$ cat config.mk
export PLATFORM = sky130hd
export DESIGN_NAME = regfile_writeback_unit_flat
export DESIGN_NICKNAME = d
export VERILOG_FILES = /design/src/rtl/regfile_writeback_unit_if.sv /design/src/rtl/regfile_writeback_unit.sv /design/src/flat_wrapper.sv
export SDC_FILE = /design/constraint.sdc
export NUM_CORES = 1
export LEC_CHECK = 0
export BUFFER_PORTS_ARGS = -buffer_cell sky130_fd_sc_hd__buf_2
export CAP_MARGIN = 20
export CORE_MARGIN = 2
export CORE_UTILIZATION = 51
export DETAILED_ROUTE_END_ITERATION = 16
export GPL_TIMING_DRIVEN = 0
export PLACE_DENSITY = 0.74
export SYNTH_ARGS = -nofsm -noshare
export SYNTH_HDL_FRONTEND = slang
export SYNTH_SLANG_ARGS = --single-unit
$ cat constraint.sdc
create_clock -name clk -period 1.83 [get_ports clk]
set_input_delay 0.2745 -clock clk [delete_from_list [all_inputs] [get_ports clk]]
set_output_delay 0.2745 -clock clk [all_outputs]
set_load 0.005 [all_outputs]
$ cat src/rtl/regfile_writeback_unit_if.sv
// -----------------------------------------------------------------------------
// regfile_writeback_unit_if
//   Bundles every non-clock/reset signal of regfile_writeback_unit.
//   master : the surrounding pipeline (execute/memory/decode) and register file
//   slave  : regfile_writeback_unit itself
//   Groups:
//     ALU result     alu_valid, alu_rd, alu_data
//     LSU return     lsu_valid, lsu_ready, lsu_rd, lsu_data
//     Issue marking  issue_valid, issue_rd
//     Decode query   q_rs1/q_rs2 -> rsN_busy, rsN_fwd_valid, rsN_fwd_data
//     Write port     A3, WD3, WE3 (registered)
//     Status         fifo_count
// -----------------------------------------------------------------------------
interface regfile_writeback_unit_if #(
  parameter int XLEN  = 32,
  parameter int DEPTH = 4
);
  localparam int CW = $clog2(DEPTH + 1);

  logic            alu_valid;
  logic [4:0]      alu_rd;
  logic [XLEN-1:0] alu_data;

  logic            lsu_valid;
  logic            lsu_ready;
  logic [4:0]      lsu_rd;
  logic [XLEN-1:0] lsu_data;

  logic            issue_valid;
  logic [4:0]      issue_rd;

  logic [4:0]      q_rs1;
  logic [4:0]      q_rs2;
  logic            rs1_busy;
  logic            rs2_busy;
  logic            rs1_fwd_valid;
  logic [XLEN-1:0] rs1_fwd_data;
  logic            rs2_fwd_valid;
  logic [XLEN-1:0] rs2_fwd_data;

  logic [4:0]      A3;
  logic [XLEN-1:0] WD3;
  logic            WE3;

  logic [CW-1:0]   fifo_count;

  modport master (
    output alu_valid, alu_rd, alu_data,
    output lsu_valid, lsu_rd, lsu_data,
    input  lsu_ready,
    output issue_valid, issue_rd,
    output q_rs1, q_rs2,
    input  rs1_busy, rs2_busy, rs1_fwd_valid, rs1_fwd_data, rs2_fwd_valid, rs2_fwd_data,
    input  A3, WD3, WE3,
    input  fifo_count
  );

  modport slave (
    input  alu_valid, alu_rd, alu_data,
    input  lsu_valid, lsu_rd, lsu_data,
    output lsu_ready,
    input  issue_valid, issue_rd,
    input  q_rs1, q_rs2,
    output rs1_busy, rs2_busy, rs1_fwd_valid, rs1_fwd_data, rs2_fwd_valid, rs2_fwd_data,
    output A3, WD3, WE3,
    output fifo_count
  );
endinterface

$ cat src/rtl/regfile_writeback_unit.sv
// -----------------------------------------------------------------------------
// regfile_writeback_unit
//   Write-side driver of the 32x32 register file. Arbitrates the single-cycle
//   ALU result (strict priority) against long-latency returns buffered in a
//   DEPTH-entry FIFO, drives the registered A3/WD3/WE3 write port and keeps a
//   pending-destination scoreboard for decode.
//   Ports:
//     clk    rising-edge clock
//     rst_n  asynchronous active-low reset
//     wb     regfile_writeback_unit_if.slave (ALU, LSU return, issue, decode
//            query, write port, fifo_count)
//   Optional feature: define WB_BYPASS_EN to forward the write-port stage to
//   decode instead of reporting it as busy.
// -----------------------------------------------------------------------------
module regfile_writeback_unit #(
  parameter int XLEN  = 32,
  parameter int DEPTH = 4
) (
  input logic                      clk,
  input logic                      rst_n,
  regfile_writeback_unit_if.slave  wb
);
  localparam int PW = $clog2(DEPTH);
  localparam int CW = $clog2(DEPTH + 1);
  localparam logic [CW-1:0] FULL_C = CW'(DEPTH);

  typedef struct packed {
    logic [4:0]      rd;
    logic [XLEN-1:0] data;
  } entry_t;

  entry_t          mem_r [DEPTH];
  logic [PW-1:0]   wr_ptr_r;
  logic [PW-1:0]   rd_ptr_r;
  logic [CW-1:0]   count_r;
  logic [31:0]     pending_r;
  logic [4:0]      a3_r;
  logic [XLEN-1:0] wd3_r;
  logic            we3_r;

  entry_t          head_s;
  logic            ready_s;
  logic            push_s;
  logic            pop_s;
  logic [31:0]     set_mask_s;
  logic [31:0]     clr_mask_s;
  logic [31:0]     pending_nxt_s;
  logic            hit1_s;
  logic            hit2_s;

  // True when the write-port stage holds an uncommitted write to query register q.
  function automatic logic wr_hit(input logic [4:0] q, input logic we, input logic [4:0] a);
    return we && (a == q) && (q != 5'd0);
  endfunction

  // Full blocks pushes even if a pop happens this cycle: no same-cycle bypass.
  assign ready_s = (count_r < FULL_C);
  assign push_s  = wb.lsu_valid && ready_s;
  assign pop_s   = !wb.alu_valid && (count_r != {CW{1'b0}});
  assign head_s  = mem_r[rd_ptr_r];

  // Set wins over clear on the same register; x0 never pending.
  assign set_mask_s    = (wb.issue_valid && (wb.issue_rd != 5'd0)) ? (32'd1 << wb.issue_rd) : 32'd0;
  assign clr_mask_s    = pop_s ? (32'd1 << head_s.rd) : 32'd0;
  assign pending_nxt_s = ((pending_r & ~clr_mask_s) | set_mask_s) & ~32'd1;

  // LSU return FIFO storage and pointers.
  always_ff @(posedge clk or negedge rst_n) begin
    if (!rst_n) begin
      for (int i = 0; i < DEPTH; i++) begin
        mem_r[i] <= '{rd: 5'd0, data: {XLEN{1'b0}}};
      end
      wr_ptr_r <= {PW{1'b0}};
      rd_ptr_r <= {PW{1'b0}};
    end else begin
      if (push_s) begin
        mem_r[wr_ptr_r] <= '{rd: wb.lsu_rd, data: wb.lsu_data};
        wr_ptr_r        <= wr_ptr_r + PW'(1'b1);
      end
      if (pop_s) begin
        rd_ptr_r <= rd_ptr_r + PW'(1'b1);
      end
    end
  end

  // Explicit occupancy counter; simultaneous push and pop leaves it unchanged.
  always_ff @(posedge clk or negedge rst_n) begin
    if (!rst_n) begin
      count_r <= {CW{1'b0}};
    end else begin
      case ({push_s, pop_s})
        2'b10:   count_r <= count_r + CW'(1'b1);
        2'b01:   count_r <= count_r - CW'(1'b1);
        default: count_r <= count_r;
      endcase
    end
  end

  // Pending-destination scoreboard.
  always_ff @(posedge clk or negedge rst_n) begin
    if (!rst_n) begin
      pending_r <= 32'd0;
    end else begin
      pending_r <= pending_nxt_s;
    end
  end

  // Registered write port: ALU first, then FIFO head; A3/WD3 hold when idle.
  always_ff @(posedge clk or negedge rst_n) begin
    if (!rst_n) begin
      a3_r  <= 5'd0;
      wd3_r <= {XLEN{1'b0}};
      we3_r <= 1'b0;
    end else if (wb.alu_valid) begin
      a3_r  <= wb.alu_rd;
      wd3_r <= wb.alu_data;
      we3_r <= (wb.alu_rd != 5'd0);
    end else if (pop_s) begin
      a3_r  <= head_s.rd;
      wd3_r <= head_s.data;
      we3_r <= (head_s.rd != 5'd0);
    end else begin
      we3_r <= 1'b0;
    end
  end

  assign hit1_s = wr_hit(wb.q_rs1, we3_r, a3_r);
  assign hit2_s = wr_hit(wb.q_rs2, we3_r, a3_r);

`ifdef WB_BYPASS_EN
  assign wb.rs1_fwd_valid = hit1_s;
  assign wb.rs1_fwd_data  = wd3_r;
  assign wb.rs1_busy      = pending_r[wb.q_rs1] && !hit1_s;
  assign wb.rs2_fwd_valid = hit2_s;
  assign wb.rs2_fwd_data  = wd3_r;
  assign wb.rs2_busy      = pending_r[wb.q_rs2] && !hit2_s;
`else
  assign wb.rs1_fwd_valid = 1'b0;
  assign wb.rs1_fwd_data  = {XLEN{1'b0}};
  assign wb.rs1_busy      = pending_r[wb.q_rs1] || hit1_s;
  assign wb.rs2_fwd_valid = 1'b0;
  assign wb.rs2_fwd_data  = {XLEN{1'b0}};
  assign wb.rs2_busy      = pending_r[wb.q_rs2] || hit2_s;
`endif

  assign wb.lsu_ready  = ready_s;
  assign wb.fifo_count = count_r;
  assign wb.A3         = a3_r;
  assign wb.WD3        = wd3_r;
  assign wb.WE3        = we3_r;

endmodule
$ cat src/flat_wrapper.sv
// flat-port wrapper written by rule: the top's interface ports become plain ports
module regfile_writeback_unit_flat 
#(
  parameter int XLEN  = 32,
  parameter int DEPTH = 4
)
  (clk, rst_n, wb_alu_valid, wb_alu_rd, wb_alu_data, wb_lsu_valid, wb_lsu_rd, wb_lsu_data, wb_lsu_ready, wb_issue_valid, wb_issue_rd, wb_q_rs1, wb_q_rs2, wb_rs1_busy, wb_rs2_busy, wb_rs1_fwd_valid, wb_rs1_fwd_data, wb_rs2_fwd_valid, wb_rs2_fwd_data, wb_A3, wb_WD3, wb_WE3, wb_fifo_count);
  regfile_writeback_unit_if #(.XLEN(XLEN), .DEPTH(DEPTH)) wb_i ();
  input logic clk;
  input logic rst_n;
  input wire logic [$bits(wb_i.alu_valid)-1:0] wb_alu_valid;
  input wire logic [$bits(wb_i.alu_rd)-1:0] wb_alu_rd;
  input wire logic [$bits(wb_i.alu_data)-1:0] wb_alu_data;
  input wire logic [$bits(wb_i.lsu_valid)-1:0] wb_lsu_valid;
  input wire logic [$bits(wb_i.lsu_rd)-1:0] wb_lsu_rd;
  input wire logic [$bits(wb_i.lsu_data)-1:0] wb_lsu_data;
  output wire logic [$bits(wb_i.lsu_ready)-1:0] wb_lsu_ready;
  input wire logic [$bits(wb_i.issue_valid)-1:0] wb_issue_valid;
  input wire logic [$bits(wb_i.issue_rd)-1:0] wb_issue_rd;
  input wire logic [$bits(wb_i.q_rs1)-1:0] wb_q_rs1;
  input wire logic [$bits(wb_i.q_rs2)-1:0] wb_q_rs2;
  output wire logic [$bits(wb_i.rs1_busy)-1:0] wb_rs1_busy;
  output wire logic [$bits(wb_i.rs2_busy)-1:0] wb_rs2_busy;
  output wire logic [$bits(wb_i.rs1_fwd_valid)-1:0] wb_rs1_fwd_valid;
  output wire logic [$bits(wb_i.rs1_fwd_data)-1:0] wb_rs1_fwd_data;
  output wire logic [$bits(wb_i.rs2_fwd_valid)-1:0] wb_rs2_fwd_valid;
  output wire logic [$bits(wb_i.rs2_fwd_data)-1:0] wb_rs2_fwd_data;
  output wire logic [$bits(wb_i.A3)-1:0] wb_A3;
  output wire logic [$bits(wb_i.WD3)-1:0] wb_WD3;
  output wire logic [$bits(wb_i.WE3)-1:0] wb_WE3;
  output wire logic [$bits(wb_i.fifo_count)-1:0] wb_fifo_count;
  assign wb_i.alu_valid = wb_alu_valid;
  assign wb_i.alu_rd = wb_alu_rd;
  assign wb_i.alu_data = wb_alu_data;
  assign wb_i.lsu_valid = wb_lsu_valid;
  assign wb_i.lsu_rd = wb_lsu_rd;
  assign wb_i.lsu_data = wb_lsu_data;
  assign wb_lsu_ready = wb_i.lsu_ready;
  assign wb_i.issue_valid = wb_issue_valid;
  assign wb_i.issue_rd = wb_issue_rd;
  assign wb_i.q_rs1 = wb_q_rs1;
  assign wb_i.q_rs2 = wb_q_rs2;
  assign wb_rs1_busy = wb_i.rs1_busy;
  assign wb_rs2_busy = wb_i.rs2_busy;
  assign wb_rs1_fwd_valid = wb_i.rs1_fwd_valid;
  assign wb_rs1_fwd_data = wb_i.rs1_fwd_data;
  assign wb_rs2_fwd_valid = wb_i.rs2_fwd_valid;
  assign wb_rs2_fwd_data = wb_i.rs2_fwd_data;
  assign wb_A3 = wb_i.A3;
  assign wb_WD3 = wb_i.WD3;
  assign wb_WE3 = wb_i.WE3;
  assign wb_fifo_count = wb_i.fifo_count;
  regfile_writeback_unit #(.XLEN(XLEN), .DEPTH(DEPTH)) u_core (.clk(clk), .rst_n(rst_n), .wb(wb_i));
endmodule
==> results of run 1 <==
-- repair_timing --
action	in CTS	in global routing
setup buffers	20	10
setup endpoints to repair	193	101
hold endpoints to repair	46	0
hold buffers	1	0
gates resized for setup	96	85
pin swaps	29	43
cloned	0	3
-- cell families (layout without fill, tap and decap cells) --
group,after synthesis,in the layout
buffers and inverters,122,329
AOI/OAI and AO/OA,115,115
DFF,224,224
other,1,68
and+or+nand+nor,95,95
muxes,240,240
adders and majority gates,6,6
xor gates and xnor gates,14,14
-- cells in the final DEF, fill, tap and decap left out, types with 3 or more instances in the layout --
| cell | count |
|---|---|
| a222oi_1 | 4 |
| buf_12 | 7 |
| buf_2 | 144 |
| buf_4 | 91 |
| buf_6 | 7 |
| bufinv_16 | 3 |
| clkbuf_1 | 4 |
| clkbuf_16 | 28 |
| clkbuf_2 | 4 |
| clkbuf_4 | 8 |
| clkbuf_8 | 7 |
| clkinv_2 | 4 |
| conb_1 | 66 |
| dfrtp_1 | 220 |
| dfrtp_2 | 4 |
| ha_1 | 4 |
| inv_1 | 14 |
| mux2_2 | 150 |
| mux2_4 | 3 |
| mux2i_1 | 33 |
| mux4_2 | 53 |
| nand2_1 | 46 |
| nand2_2 | 12 |
| nand3_1 | 6 |
| nor2_1 | 4 |
| nor2b_1 | 5 |
| nor4_1 | 3 |
| o211ai_1 | 4 |
| o21ai_0 | 15 |
| o21ai_1 | 61 |
| o21ai_2 | 20 |
| xnor2_1 | 9 |
| xor2_1 | 5 |
-- cells in the mapped netlist (6+ instances only) --
cell type / number / area share
buf_2: 24 / 0.011
buf_4: 69 / 0.047
clkbuf_1: 11 / 0.0038
dfrtp_1: 224 / 0.51
inv_1: 15 / 0.0052
mux2_2: 153 / 0.16
mux2i_1: 34 / 0.031
mux4_2: 53 / 0.11
nand2_1: 58 / 0.020
nand3_1: 6 / 0.0028
nor2_1: 6 / 0.0021
nor2b_1: 7 / 0.0040
o21ai_0: 91 / 0.042
xnor2_1: 9 / 0.0072
-- layout make-up --
| cell class | count | area share |
|---|---|---|
| antenna | 2 | 0.000363 |
| buffer | 105 | 0.0568 |
| clock buffer | 33 | 0.0527 |
| clock inverter | 9 | 0.00908 |
| inverter | 15 | 0.00409 |
| multi-input combinational | 536 | 0.366 |
| sequential | 224 | 0.407 |
| tap | 275 | 0.0250 |
| timing repair buffer | 167 | 0.0792 |
-- per-layer routing --
| layer | up-vias | global-route usage |
|---|---|---|
| met3 | 33 | 0.0433 |
| met4 | 2 | 0.0557 |
| met2 | 229 | 0.377 |
| li1 | 3362 | - |
| met1 | 3628 | 0.307 |
| met5 | - | 0 |
-- metrics by stage --
step	worst slack (ps)	total power, uW	hold slack, ps	setup TNS (ps)
after global routing	-653	25500	20.0	-5130
after CTS	-605	23300	13.8	-1940
after detailed placement	-613	17000	132	-29300
after floorplan	0.0885	14500	-21.1	0
final	-575	24000	29.8	-1960
after global placement	-3430	16600	459	-788410
-- power by group --
part / switching [uW] / internal [uW]
Combinational: 4160 / 5720
Sequential: 1520 / 7470
Clock: 1940 / 3180
-- how the worst max path moves through the flow --
stage                                                     end  slack, ps  cells past startpoint
after floorplan           u_core.wb.fifo_count[2]$_DFFE_PN0P_       0.09                      9
after global placement         u_core.pending_r[10]$_DFF_PN0_      -3430                      1
after detailed placement        u_core.wb.WD3[21]$_DFFE_PN0P_       -610                      5
after global routing                              wb_rs1_busy       -650                      5
after CTS                                         wb_rs1_busy       -600                      5
final                                             wb_rs1_busy       -570                      5
-- registers in the layout, indices dropped and copies added, names as in the netlist --
signal and cells:
u_core.wb.fifo_count 3, u_core.wb.WE3 1, u_core.pending_r 31, u_core.mem_r 148
u_core.wb.A3 5, u_core.wb.WD3 32, u_core.rd_ptr_r 2, u_core.wr_ptr_r 2
==> reports/metrics.yaml, run 1 <==
drc: 0
slew-limit-headroom: 0.347
multi_input_area_um2: 5040
path_max_fanout: 3
maxCapViolCount: 0
grt_pass1_wl_mm: 39.9
ys.flop_type: "dfrtp_1"
worst_pin_slew_ps: 980
fp.coreArea_um2: 21000
crit_arrival_ps: 2130
finalInstanceArea_um2: 13800
path_clk_slew_ps: 60
core.rowCount: 53
fin_crit_sh: 1.31
synth_fa_ha_area_frac: 0.00756
path_class: "reg2out"
regArea_um2: 5610
wl_met2_mm: 12.3
synth-xor-area-share: 0.0112
fillCellCount: 1571
clk_latency_ps: 510
postSynthCellCount: 817
port_buffers: 131
grt_pass1_vias: 7621
timing.final.crit_period_ps: 2400
rsz0062_at_grt: "true"
r2r-end: "u_core.wb.WE3$_DFF_PN0_"
reg2reg_slack_ps: -90
gp_congestion: 0.805
fmax_ghz: 0.416
synth-simple-area-share: 0.0409
start_kind: "register"
drv_slew: 0
placed_area_um2: 12200
layout.cells.non_filler: 1366
gr-usage-all-layers: 0.226
hold_viol: 0
synth_edf_count: 0
dieArea_um2: 22600
setup_slack_ps: -575
worst_clock_skew_ps: 10.2
crit_path_top_delay_cell: "mux4_2"
yosysSeqAreaShare: 0.513
start_util: 0.519
cts_sinks: 224
viasPerCell: 5.31
hold_path_class: "in2reg"
worstHoldEndpoint: "u_core.wb.A3[4]$_DFFE_PN0P_"
setup_violations: 31
path_cells: "mux4_2 -> mux2_4 -> a2111oi_4 -> nor2_1 -> buf_2"
area_growth_pct: 26.2
end_kind: "primary output"
die_w_um: 150
met1_length_mm: 10.8
r2r_start: "u_core.rd_ptr_r[0]$_DFFE_PN0P_"
cts-htree-levels: 1
p_leak_uw: 0.00634
wl_per_cell_um: 18.5
r2r_cells: 6
place_inst: 1290
clk_path_buf_depth: 3
drive_above_1_share: 0.522
max_stage_delay_ps: 460
status: "finished with violations"
cts_tree: "built"
worstPathRequired_ps: 1560
vias: 7254
dr_wl_met3_mm: 1.55
cts-root-buf: "clkbuf_16"
die_h_um: 150
grt_start_max_net_pins: 102
crit_buf_inv: 1
antenna_found_initial: 3
syn_avg_cell_area_um2: 13.4
drt_wl_total_mm: 25.2
synth_top_family_by_area: "multiplexers"
ioPinCount: 204
dr.pass1.iters: 5
async_reset_ff_frac: 1.00
dp_hpwl_mm: 17.3
ir_drop_mv: 1.01
synth_area_um2: 10900
cts_buffers: 24
synth-compound-area-share: 0.0592
hold_path_depth: 2
yosysWarnings: 0
nets: 1173
worst_path_dominant_cell_family: "multiplexers"
synth-seq-cells: 224
ys_types: 43
hold_start: "wb_alu_rd[4]"
fin_util: 0.655
top_layer: "met5"
critPathLaunch: "u_core.pending_r[12]$_DFF_PN0_"
p_per_area_nw_per_um2: 1740
antenna_left: 0
grt_overflow: 0
muxShareOfSynthArea: 0.298
drt_iter0_drc: 338
violations: "negative setup slack"
(Power assumes the default switching activity.)
==> run 2, diff against run 1 <==
--- a/config.mk
+++ b/config.mk
@@ -7,7 +7,6 @@
 export LEC_CHECK = 0
 export BUFFER_PORTS_ARGS = -buffer_cell sky130_fd_sc_hd__buf_2
 export CAP_MARGIN = 20
-export CORE_MARGIN = 2
 export CORE_UTILIZATION = 51
 export DETAILED_ROUTE_END_ITERATION = 16
 export GPL_TIMING_DRIVEN = 0
==> run 2 against run 1 <==
Critical endpoint unchanged; via count rose by 0.95%; clock power barely moved; register-to-register slack got worse by 60 ps; the run still ends with negative setup slack left.
==> reports/metrics.yaml, run 2 (synthesis gave the netlist of run 1 again) <==
ir_drop_mv: 1.31
path_class: "reg2out"
fp.coreArea_um2: 21000
drc: 0
hold_viol: 0
path_clk_slew_ps: 60
dp_hpwl_mm: 16.8
dieArea_um2: 22000
cts_buffers: 24
grt_overflow: 0
p_per_area_nw_per_um2: 1730
totalNegativeSetupSlack_ps: -4190
fmax_ghz: 0.413
cts-root-buf: "clkbuf_16"
finalInstanceArea_um2: 13700
fillCellCount: 1580
gr-usage-all-layers: 0.230
grt_start_max_net_pins: 119
viasPerCell: 5.38
crit_buf_inv: 1
violations: "negative setup slack"
ioPinCount: 204
drv_slew: 0
rsz0062_at_grt: "true"
grt_pass1_vias: 7492
largest-register: "u_core.mem_r"
max_stage_delay_ps: 460
core.rowCount: 53
drt_iter0_drc: 450
grt_pass1_wl_mm: 39.4
timing.final.crit_period_ps: 2420
holdWs_ps: 27.6
worst_clock_skew_ps: 15.1
p_leak_uw: 0.00630
worst_path_dominant_cell_family: "multiplexers"
gp_congestion: 0.868
fin_crit_sh: 1.32
worst_pin_slew_ps: 960
start_util: 0.519
crit_path_top_delay_cell: "mux4_2"
setup_slack_ps: -591
wl_per_cell_um: 18.2
largest_reg_flops: 148
antenna_found_initial: 3
area_growth_pct: 25.2
die_h_um: 148
drive_above_1_share: 0.514
path_max_fanout: 3
cts-htree-levels: 1
dr.pass1.iters: 4
end_kind: "primary output"
setup_violations: 36
layout_commonest_cell: "dfrtp_1"
slew-limit-headroom: 0.360
hold_path_class: "in2reg"
port_buffers: 131
start_kind: "register"
antenna_left: 0
status: "finished with violations"
placed_area_um2: 12200
drt_wl_total_mm: 24.8
path_cells: "mux4_2 -> mux2_4 -> a2111oi_4 -> nor2_1 -> buf_2"
cts_tree: "built"
crit_arrival_ps: 2150
die_w_um: 148
finalPower_uw: 23700
vias: 7323
nets: 1165
clk_path_buf_depth: 3
cts_sinks: 224
clk_latency_ps: 510
maxCapViolCount: 0
final_cell_mix: "221 x dfrtp_1, 151 x mux2_2, 144 x buf_2, 91 x buf_4, 66 x conb_1"
worstPathRequired_ps: 1560
==> run 2: changes by cell type in the layout (fill, tap and decap cells not counted), moves of 3 or more <==
cell / delta
buf_6: -3
o21ai_0: -4
clkbuf_1: +4
clkbuf_4: -4
o21ai_1: +3
==> run 2: final timing paths <==
check | startpoint | to | slack, ps | depth (start not counted)
worst max-delay path | u_core.pending_r[12]$_DFF_PN0_ | wb_rs1_busy | -590 | 5
worst min-delay path | wb_alu_rd[3] | u_core.wb.A3[3]$_DFFE_PN0P_ | 30 | 3
worst max register to register | u_core.rd_ptr_r[0]$_DFFE_PN0P_ | u_core.wb.WE3$_DFF_PN0_ | -150 | 6
worst min register to register | u_core.wb.WD3[30]$_DFFE_PN0P_ | u_core.wb.WD3[30]$_DFFE_PN0P_ | 470 | 2
max in group asynchronous | rst_n | u_core.pending_r[30]$_DFF_PN0_ | 380 | 3
min in group asynchronous | rst_n | u_core.mem_r[17]$_DFFE_PN0P_ | 400 | 2
==> run 2: layout make-up <==
type	count	area [um2]	share of cell area
Antenna cell	3	7.51	0.000549
Buffer	104	771	0.0564
Clock buffer	35	713	0.0522
Clock inverter	9	126	0.00924
Inverter	15	56.3	0.00412
Multi-Input combinational cell	536	5040	0.369
Sequential cell	224	5610	0.410
Tap cell	275	344	0.0252
Timing Repair Buffer	160	1010	0.0736
==> run 2: per-layer routing <==
metal,share of wire,track usage,vias up
met4,0.015,0.0510,2
met2,0.50,0.393,225
li1,-,-,3357
met1,0.42,0.310,3704
met5,0.00052,0,-
met3,0.055,0.0368,35
==> run 2: tightest hold or removal path, stage by stage <==
cell and delay, ps:
buf_2 80, a222oi_1 80, inv_1 60
==> run 2: power by group <==
group,leakage [uW],switching (uW),internal [uW]
sequential,0.00269,1530,7460
combinational,0.00319,4100,5540
clock,0.000412,1960,3130
total,0.00630,7590,16100
==> run 2: through the flow <==
stage                     instances  worst slack (ps)  utilization
after global placement         1288             -3400        0.579
after detailed placement       1289              -549        0.581
after global routing           1359              -703        0.650
after floorplan                 882            0.0885            -
final                          1361              -591        0.651
after CTS                      1346              -612        0.633
==> run 2: timing repair <==
item	4_1_cts	5_1_grt
hold buffers	1	0
pin swaps	29	33
resized for setup	91	95
cloned	0	3
setup endpoints to repair	193	95
setup buffers	14	11
endpoints found under the hold margin	106	0
==> run 3, diff against run 2 <==
--- a/config.mk
+++ b/config.mk
@@ -14,3 +14,4 @@
 export SYNTH_ARGS = -nofsm -noshare
 export SYNTH_HDL_FRONTEND = slang
 export SYNTH_SLANG_ARGS = --single-unit
+export TNS_END_PERCENT = 20
==> run 3 against run 2 <==
The run still ends with negative setup slack left; largest power group unchanged; fmax down 0.56%; register-to-register slack got worse by 110 ps; non-clock buffer count down 2; clock power barely moved; clock-buffer cell count is the same; core utilization about the same; power is essentially flat.
==> reports/metrics.yaml, run 3 (synthesis gave the netlist of run 1 again) <==
drv_slew: 0
max_stage_delay_ps: 480
ioPinCount: 204
violations: "negative setup slack"
path_cells: "mux4_2 -> mux2_4 -> a2111oi_4 -> nor2_1 -> buf_2"
gp_congestion: 0.868
hold_path_class: "in2reg"
area_growth_pct: 25.2
crit_arrival_ps: 2160
dp_slack_ps: -549
port_buffers: 131
fin_crit_sh: 1.33
fmax_ghz: 0.411
end_kind: "primary output"
cts_buffers: 24
fp.coreArea_um2: 21000
crit_path_top_delay_cell: "mux4_2"
clockPowerShare: 0.214
antenna_left: 0
cts-root-buf: "clkbuf_16"
netSwitchingPower_uw: 7630
ir_drop_mv: 1.31
drt_iter0_drc: 378
drive_above_1_share: 0.512
p_leak_uw: 0.00630
worst_clock_skew_ps: 8.18
fillCellCount: 1576
maxCapViolCount: 0
largest-register: "u_core.mem_r"
viasPerCell: 5.40
internal_power_uw: 16100
vias: 7333
worstPathRequired_ps: 1560
dieArea_um2: 22000
grt_start_max_net_pins: 119
wl_per_cell_um: 18.4
status: "finished with violations"
slew-limit-headroom: 0.341
critPathLaunch: "u_core.pending_r[15]$_DFF_PN0_"
worst_path_dominant_cell_family: "multiplexers"
grt_pass1_vias: 7455
grt_overflow: 0
r2r_start: "u_core.rd_ptr_r[0]$_DFFE_PN0P_"
layout.cells.non_filler: 1359
final_cell_mix: "220 x dfrtp_1, 151 x mux2_2, 139 x buf_2, 95 x buf_4, 66 x conb_1"
timing.final.crit_period_ps: 2440
finalPower_uw: 23700
seqPwrFrac: 0.380
cts_tree: "built"
clk_latency_ps: 510
nets: 1163
start_util: 0.519
cts-htree-levels: 1
antenna_found_initial: 3
drt_wl_total_mm: 24.9
start_kind: "register"
largest_reg_flops: 148
setup_slack_ps: -605
holdWs_ps: 23.0
gr-usage-all-layers: 0.229
grt_pass1_wl_mm: 39.3
worst_pin_slew_ps: 989
totalNegativeSetupSlack_ps: -4600
setup_violations: 37
die_w_um: 148
path_clk_slew_ps: 60
place_inst: 1289
path_max_fanout: 3
core.rowCount: 53
switching_share: 0.322
layout_commonest_cell: "dfrtp_1"
p_per_area_nw_per_um2: 1740
die_h_um: 148
hold_start: "wb_alu_rd[1]"
hold_viol: 0
clk_path_buf_depth: 3
drc: 0
crit_buf_inv: 1
dr.pass1.iters: 4
p_comb_frac: 0.406
rsz0062_at_grt: "true"
dp_hpwl_mm: 16.8
path_class: "reg2out"
cts_sinks: 224
==> run 3: cell types whose count changed in the layout (fill, tap and decap cells not counted), sizes merged <==
cell and change:
clkbuf -1, buf -1
==> run 3: metal layers <==
metal	GRT usage	up-vias	routed length, um
met1	0.309	3713	10500
met4	0.0515	2	389
li1	-	3344	-
met3	0.0368	35	1460
met5	0	-	13
met2	0.392	239	12500
==> run 3: area by class of cell <==
| cell class | instances | area [um2] | area share |
|---|---|---|---|
| Buffer | 105 | 782 | 0.0572 |
| Antenna cell | 3 | 7.51 | 0.000549 |
| Inverter | 15 | 56.3 | 0.00412 |
| Sequential cell | 224 | 5610 | 0.411 |
| Multi-Input combinational cell | 536 | 5050 | 0.370 |
| Tap cell | 275 | 344 | 0.0252 |
| Timing Repair Buffer | 157 | 971 | 0.0710 |
| Clock inverter | 9 | 126 | 0.00925 |
| Clock buffer | 35 | 713 | 0.0522 |
==> run 3: per-stage QoR <==
step                utilization  cell area (um2)
floorplan                     -            11200
detailed placement        0.581            12200
global route              0.650            13700
global placement          0.579            12200
CTS                       0.631            13300
finish                    0.650            13700
==> run 3: path summary, 6_finish.rpt <==
check	endpoint	slack [ps]	cells past startpoint
max in group asynchronous	u_core.rd_ptr_r[0]$_DFFE_PN0P_	370	3
min in group asynchronous	u_core.mem_r[17]$_DFFE_PN0P_	400	2
worst max register to register	u_core.pending_r[8]$_DFF_PN0_	-260	6
worst min register to register	u_core.wb.WD3[30]$_DFFE_PN0P_	470	2
worst min-delay path	u_core.wb.A3[1]$_DFFE_PN0P_	20	3
worst max-delay path	wb_rs1_busy	-610	5
==> run 3: what timing repair did <==
| action | CTS | global route |
|---|---|---|
| buffers inserted | 10 | 14 |
| gates cloned | 0 | 1 |
| endpoints found under the setup margin | 193 | 168 |
| pin swaps | 13 | 32 |
| hold buffers | 1 | 0 |
| hold endpoints to repair | 106 | 0 |
| resized for setup | 61 | 121 |
==> run 3: power by group through the flow <==
stage	registers (uW)	clock network (uW)	logic, uW
2_1_floorplan	8540	0	5960
3_3_place_gp	8840	0	7750
3_5_place_dp	8970	0	8030
4_1_cts	8930	5180	8550
5_1_grt	9320	5340	10500
6_report	9030	5070	9630
==> run 3: tightest hold or removal path: cells and delay by family <==
kind	cells	cell delay, ps
AO/OA/AOI/OAI	1	80
buffers and inverters	2	140
